### src/rtl/fpga_cfg_loader_pkg.sv
// Shared definitions for the configuration-chain loader: loader states and byte width.
package fpga_cfg_loader_pkg;

  localparam int BYTE_W = 8;

  typedef enum logic [2:0] {
    CFG_IDLE,
    CFG_FETCH,
    CFG_SHIFT_LO,
    CFG_SHIFT_HI,
    CFG_DONE
  } cfg_state_e;

endpackage

### src/rtl/cfg_phase_timer.sv
// DIV-cycle down counter: after a load, expire rises on the DIV-th cycle of the phase.
module cfg_phase_timer #(
  parameter int DIV = 1
) (
  input  logic clk,
  input  logic reset,
  input  logic load,
  output logic expire
);

  localparam int DIV_W = $clog2(DIV + 1);

  logic [DIV_W-1:0] cnt;

  // NOTE: state is updated only with non-blocking assignments so every flop samples pre-edge values.
  always_ff @(posedge clk) begin
    if (reset) begin
      cnt <= '0;
    end else if (load) begin
      cnt <= DIV_W'(DIV - 1);
    end else if (cnt != '0) begin
      cnt <= cnt - DIV_W'(1);
    end
  end

  assign expire = (cnt == '0);

endmodule

### src/rtl/fpga_cfg_loader.sv
// Serializes a byte stream MSB-first onto the fabric config chain, driving prog_clk and
// holding the fabric in reset until exactly CHAIN_LEN bits have been shifted.
module fpga_cfg_loader
  import fpga_cfg_loader_pkg::*;
#(
  parameter int CHAIN_LEN = 1024,
  parameter int DIV       = 1
) (
  input  logic              clk,
  input  logic              reset,
  input  logic              start,
  input  logic              abort,
  input  logic [BYTE_W-1:0] cfg_data,
  input  logic              cfg_valid,
  output logic              cfg_ready,
  output logic              prog_clk,
  output logic              ccff_head,
  input  logic              ccff_tail,
  output logic              fabric_reset,
  output logic              busy,
  output logic              done,
  output logic              tail_parity
);

  localparam int CNT_W = $clog2(CHAIN_LEN + 1);

  cfg_state_e        state;
  logic [CNT_W-1:0]  bits_left;
  logic [2:0]        bit_idx;
  logic [BYTE_W-2:0] byte_rest;
  logic              transfer;
  logic              phase_load;
  logic              phase_expire;

  assign transfer = cfg_valid && cfg_ready;

  // Reloading outside the shift phases means each phase starts with a full DIV dwell.
  assign phase_load = !(state == CFG_SHIFT_LO || state == CFG_SHIFT_HI) || phase_expire;

  cfg_phase_timer #(.DIV(DIV)) u_phase_timer (
    .clk    (clk),
    .reset  (reset),
    .load   (phase_load),
    .expire (phase_expire)
  );

  always_ff @(posedge clk) begin
    if (reset) begin
      state        <= CFG_IDLE;
      bits_left    <= '0;
      bit_idx      <= '0;
      byte_rest    <= '0;
      cfg_ready    <= 1'b0;
      prog_clk     <= 1'b0;
      ccff_head    <= 1'b0;
      fabric_reset <= 1'b1;
      busy         <= 1'b0;
      done         <= 1'b0;
      tail_parity  <= 1'b0;
    end else if (abort) begin
      state        <= CFG_IDLE;
      cfg_ready    <= 1'b0;
      prog_clk     <= 1'b0;
      fabric_reset <= 1'b1;
      busy         <= 1'b0;
      done         <= 1'b0;
    end else begin
      unique case (state)
        CFG_IDLE, CFG_DONE: begin
          if (start) begin
            state        <= CFG_FETCH;
            bits_left    <= CNT_W'(CHAIN_LEN);
            tail_parity  <= 1'b0;
            fabric_reset <= 1'b1;
            done         <= 1'b0;
            busy         <= 1'b1;
            cfg_ready    <= 1'b1;
          end
        end
        CFG_FETCH: begin
          if (transfer) begin
            state     <= CFG_SHIFT_LO;
            ccff_head <= cfg_data[BYTE_W-1];
            byte_rest <= cfg_data[BYTE_W-2:0];
            bit_idx   <= 3'd7;
            cfg_ready <= 1'b0;
          end
        end
        CFG_SHIFT_LO: begin
          // Tail is sampled before the rising edge so it reflects the old chain bit.
          if (phase_expire) begin
            state       <= CFG_SHIFT_HI;
            tail_parity <= tail_parity ^ ccff_tail;
            prog_clk    <= 1'b1;
          end
        end
        CFG_SHIFT_HI: begin
          if (phase_expire) begin
            prog_clk  <= 1'b0;
            bits_left <= bits_left - CNT_W'(1);
            if (bits_left == CNT_W'(1)) begin
              state        <= CFG_DONE;
              busy         <= 1'b0;
              done         <= 1'b1;
              fabric_reset <= 1'b0;
            end else if (bit_idx == 3'd0) begin
              state     <= CFG_FETCH;
              cfg_ready <= 1'b1;
            end else begin
              state     <= CFG_SHIFT_LO;
              bit_idx   <= bit_idx - 3'd1;
              ccff_head <= byte_rest[BYTE_W-2];
              byte_rest <= {byte_rest[BYTE_W-3:0], 1'b0};
            end
          end
        end
        default: state <= CFG_IDLE;
      endcase
    end
  end

endmodule

### config.mk
export PLATFORM = sky130hd
export DESIGN_NAME = fpga_cfg_loader
export DESIGN_NICKNAME = d
export VERILOG_FILES = /design/src/rtl/fpga_cfg_loader_pkg.sv /design/src/rtl/cfg_phase_timer.sv /design/src/rtl/fpga_cfg_loader.sv
export SDC_FILE = /design/constraint.sdc
export NUM_CORES = 1
export LEC_CHECK = 0
export CAP_MARGIN = 10
export CORE_ASPECT_RATIO = 0.6
export CORE_MARGIN = 4
export CORE_UTILIZATION = 54
export DETAILED_ROUTE_END_ITERATION = 8
export PLACE_DENSITY_LB_ADDON = 0.15
export SLEW_MARGIN = 5
export SYNTH_ARGS = -nofsm -noshare
export SYNTH_HDL_FRONTEND = slang
export SYNTH_SLANG_ARGS = --single-unit
### constraint.sdc
create_clock -name clk -period 2.4 [get_ports clk]
set_input_delay 0.48 -clock clk [delete_from_list [all_inputs] [get_ports clk]]
set_output_delay 0.48 -clock clk [all_outputs]
set_load 0.1 [all_outputs]
==> summary.md <==
| Metric | Value |
|---|---|
| Outcome | complete, no violations |
| Fmax | 486 MHz |
| Tcrit/Tclk final | 85.8% |
| Commonest non-fill, non-tap cells in the layout | 32 x dfxtp_1, 21 x nand2_1, 19 x buf_4, 17 x nor2_1, 13 x clkdlybuf4s50_1 |
| RSZ-0062 raised after global routing | no |
| Max VDD drop | 0.000420 V |
| Dpl ws | 0.107 ns |
| Clock Tree Buf Depth | 2 |
| Postcts setup bufs | 0 |
| Initial antenna violation count | 0 |
| TritonCTS buffer count | 5 |
| Main flop type after synthesis | dfxtp_1 |
| Remaining Overflow, GRT | 0 |
| Ranking of synthesized cells by area | dfxtp_1 38%, mux2i_1 4.7%, mux2_2 4.6% |
| # IOs | 21 |
| Setup ws final | 0.341 ns |
| Detailed Route WL | 4380 um |
| Stages on worst setup path | 7 |
| Clk_lat worst skew | 0.29 ns |
| Distinct cells, synth | 48 |
| Die Span Y | 51.4 um |
| GP Congestion | 0.895 |
| Via Count | 1528 |
| Core footprint | 2950 um^2 |
| CTS tree | yes |
| Switching share of power | 27.6% |
| Post-DRT Antenna Nets | 0 |
| Setup CP Type | reg2reg |
| Synthesized area | 1700 um^2 |
| Sequential share of power | 46.1% |
| Hold Path Origin | byte_rest[3] |
| DRT iter0 DRCs | 143 |
| H-tree depth | 2 |
| Antenna cells | 0 |
| Post-synth EDFFs | 0 |
| Pwr per Cell Area | 600 nW/um^2 |
| Initial core utilization | 57.6% |
| GRT Util Overall | 24.7% |
| Minimum clock period | 2.06 ns |
| Crit. End Element | register |
| Max capacitance violation total | 0 |
| Slew Viols, Final | 0 |
| Clock sink count | 32 |
| Worst EP arrival | 2.23 ns |
| Fin util | 70.4% |
| Worst Path Buf+Inv | 2 |
| Power share of the combinational group | 17.6% |
| Leading cell type in the layout, fill and taps excluded | dfxtp_1 |
| Avg WL per Cell | 16.6 um |
| Global-route wire length before repair | 7660 um |
| Share of cells above drive strength 1 | 18.0% |
| Detailed Place HPWL | 3370 um |
| Number of global-route vias before repair | 1600 |
| Leakage | 0.835 nW |
| Count of final setup violators | 0 |
| Worst r2r dst | byte_rest[5] |
| Pint | 0.000903 W |
| Crit-path max cell delay | 0.53 ns |
| # DRC | 0 |
| Nets | 240 |
| Area added between synthesis and finish | 22.3% |
| Die Area | 4130 um^2 |
| Synth area leader | dfxtp_1 |
| Synth Warn # | 0 |
| Slew HR | 62.0% |
| First drt pass iteration count | 4 |
| #FFs+latches synth | 32 |
| CTS clk-pin slew, worst paths | 0.06 ns |
| Final Hold Vio Count | 0 |
| Setup TNS | 0 ns |
| Crit path max fanout | 7 |
| CTS hold repair buffers | 0 |
| Worst Setup Start Kind | register |
| Fill cell count | 242 |
| Hold path cells | 2 |
| Port buffer count | 20 |
| Mean Syn Cell Area | 8.84 um^2 |
| Post-CTS Resized | 0 |
| WHS Endpoint | byte_rest[3] |
| Async set or reset register ratio after synthesis | 0% |
| Net Sw Power | 0.000344 W |
| Syn nets | 210 |
| Pin count of the biggest net entering global routing | 16 |
| Worst min path class | reg2reg |
| Worst reg2reg startpoint | bit_idx[0] |
| Sequential area share after synthesis | 37.7% |
| R2R cell count | 7 |
| Crit path cell chain | inv_1 > ha_1 > nor2b_1 > a2111oi_1 > o21ai_1 > buf_4 > mux2i_1 |
| Mapped Cells | 192 |
| Vias per cell | 5.79 |
| Die Wd | 80.4 um |
| Highest-delay cell along the critical path | a2111oi_1 |
| Largest delay share family, worst path | compound AO/OA/AOI/OAI gates |
| Clock network power share | 36.3% |
| Yosys top cell area share | 37.7% |
| CTS root buf | clkbuf_8 |
| WHS | 0.459 ns |
| Row cnt | 15 |
| Clock skew | 0.0118 ns |
| Least-Margin Pin Slew | 0.568 ns |
| Crit path required time | 2.57 ns |
| R2R Setup Slk | 0.34 ns |
-- area by class of cell --
type / instances / area, um^2 / area share, %
timing repair buffer: 32 / 273 / 13.1
clock buffer: 7 / 96.3 / 4.64
sequential: 32 / 641 / 30.9
tap: 42 / 52.6 / 2.53
multi-input combinational: 140 / 972 / 46.8
inverter: 11 / 41.3 / 1.99
-- cells by family (layout without fill, tap and decap cells) --
logic type	Yosys count	after routing	share of synthesized area [%]
buffers and inverters	20	50	5.01
other	1	1	0.221
AOI/OAI and AO/OA	45	45	19.1
xor gates and xnor gates	8	8	4.13
muxes	15	15	9.36
DFF	32	32	37.7
and+or+nand+nor	67	67	21.5
adders and majority gates	4	4	2.95
-- cells in the mapped netlist, drive strengths merged (4+ instances only) --
master  number
a21oi       10
a31oi        5
buf          4
clkbuf       5
dfxtp       32
ha           4
inv         10
mux2         7
mux2i        8
nand2       21
nor2        17
nor2b        5
o211ai       6
o21ai        6
xor2         5
-- registers in the layout, indices dropped and copies added (netlist names) --
| signal | count |
|---|---|
| bit_idx | 3 |
| bits_left | 11 |
| busy | 1 |
| byte_rest | 7 |
| ccff_head | 1 |
| cfg_ready | 1 |
| done | 1 |
| fabric_reset | 1 |
| prog_clk | 1 |
| state | 3 |
| tail_parity | 1 |
| u_phase_timer.cnt | 1 |
-- metal layers --
metal	vias up	wire length (um)	track usage (%)
li1	741	-	-
met1	717	2020	32.8
met2	55	1920	36.4
met5	-	0	0
met3	15	327	7.04
met4	0	111	12.9
-- how the worst max path moves through the flow --
stage	from	end	slack, ns
3_5_place_dp	cfg_valid	byte_rest[5]	0.11
6_report	bit_idx[0]	byte_rest[5]	0.34
3_3_place_gp	cfg_valid	byte_rest[5]	0.18
5_1_grt	bit_idx[0]	byte_rest[5]	0.15
2_1_floorplan	cfg_ready	byte_rest[0]	0.06
4_1_cts	bit_idx[0]	byte_rest[5]	0.34
-- worst register-to-register path, stage by stage (launching register included) --
cell and delay, ns:
dfxtp_1 0.33, inv_1 0.07, ha_1 0.20, nor2b_1 0.20, a2111oi_1 0.53, o21ai_1 0.24, buf_4 0.24, mux2i_1 0.13
-- power by group through the flow --
stage / logic [W] / registers, W / clock network, W
floorplan: 0.000122 / 0.000600 / 0
global placement: 0.000207 / 0.000584 / 0
detailed placement: 0.000215 / 0.000586 / 0
CTS: 0.000216 / 0.000575 / 0.000455
global route: 0.000238 / 0.000578 / 0.000492
finish: 0.000219 / 0.000575 / 0.000452
-- through the flow --
step                      area [um^2]  total power (W)  std cells
final                            2080          0.00125        264
after global routing             2080          0.00131        264
after CTS                        2080          0.00125        264
after detailed placement         1980         0.000802        257
after global placement           1980         0.000791        257
after floorplan                  1700         0.000721        192
Power figures use the tool's default switching activity.
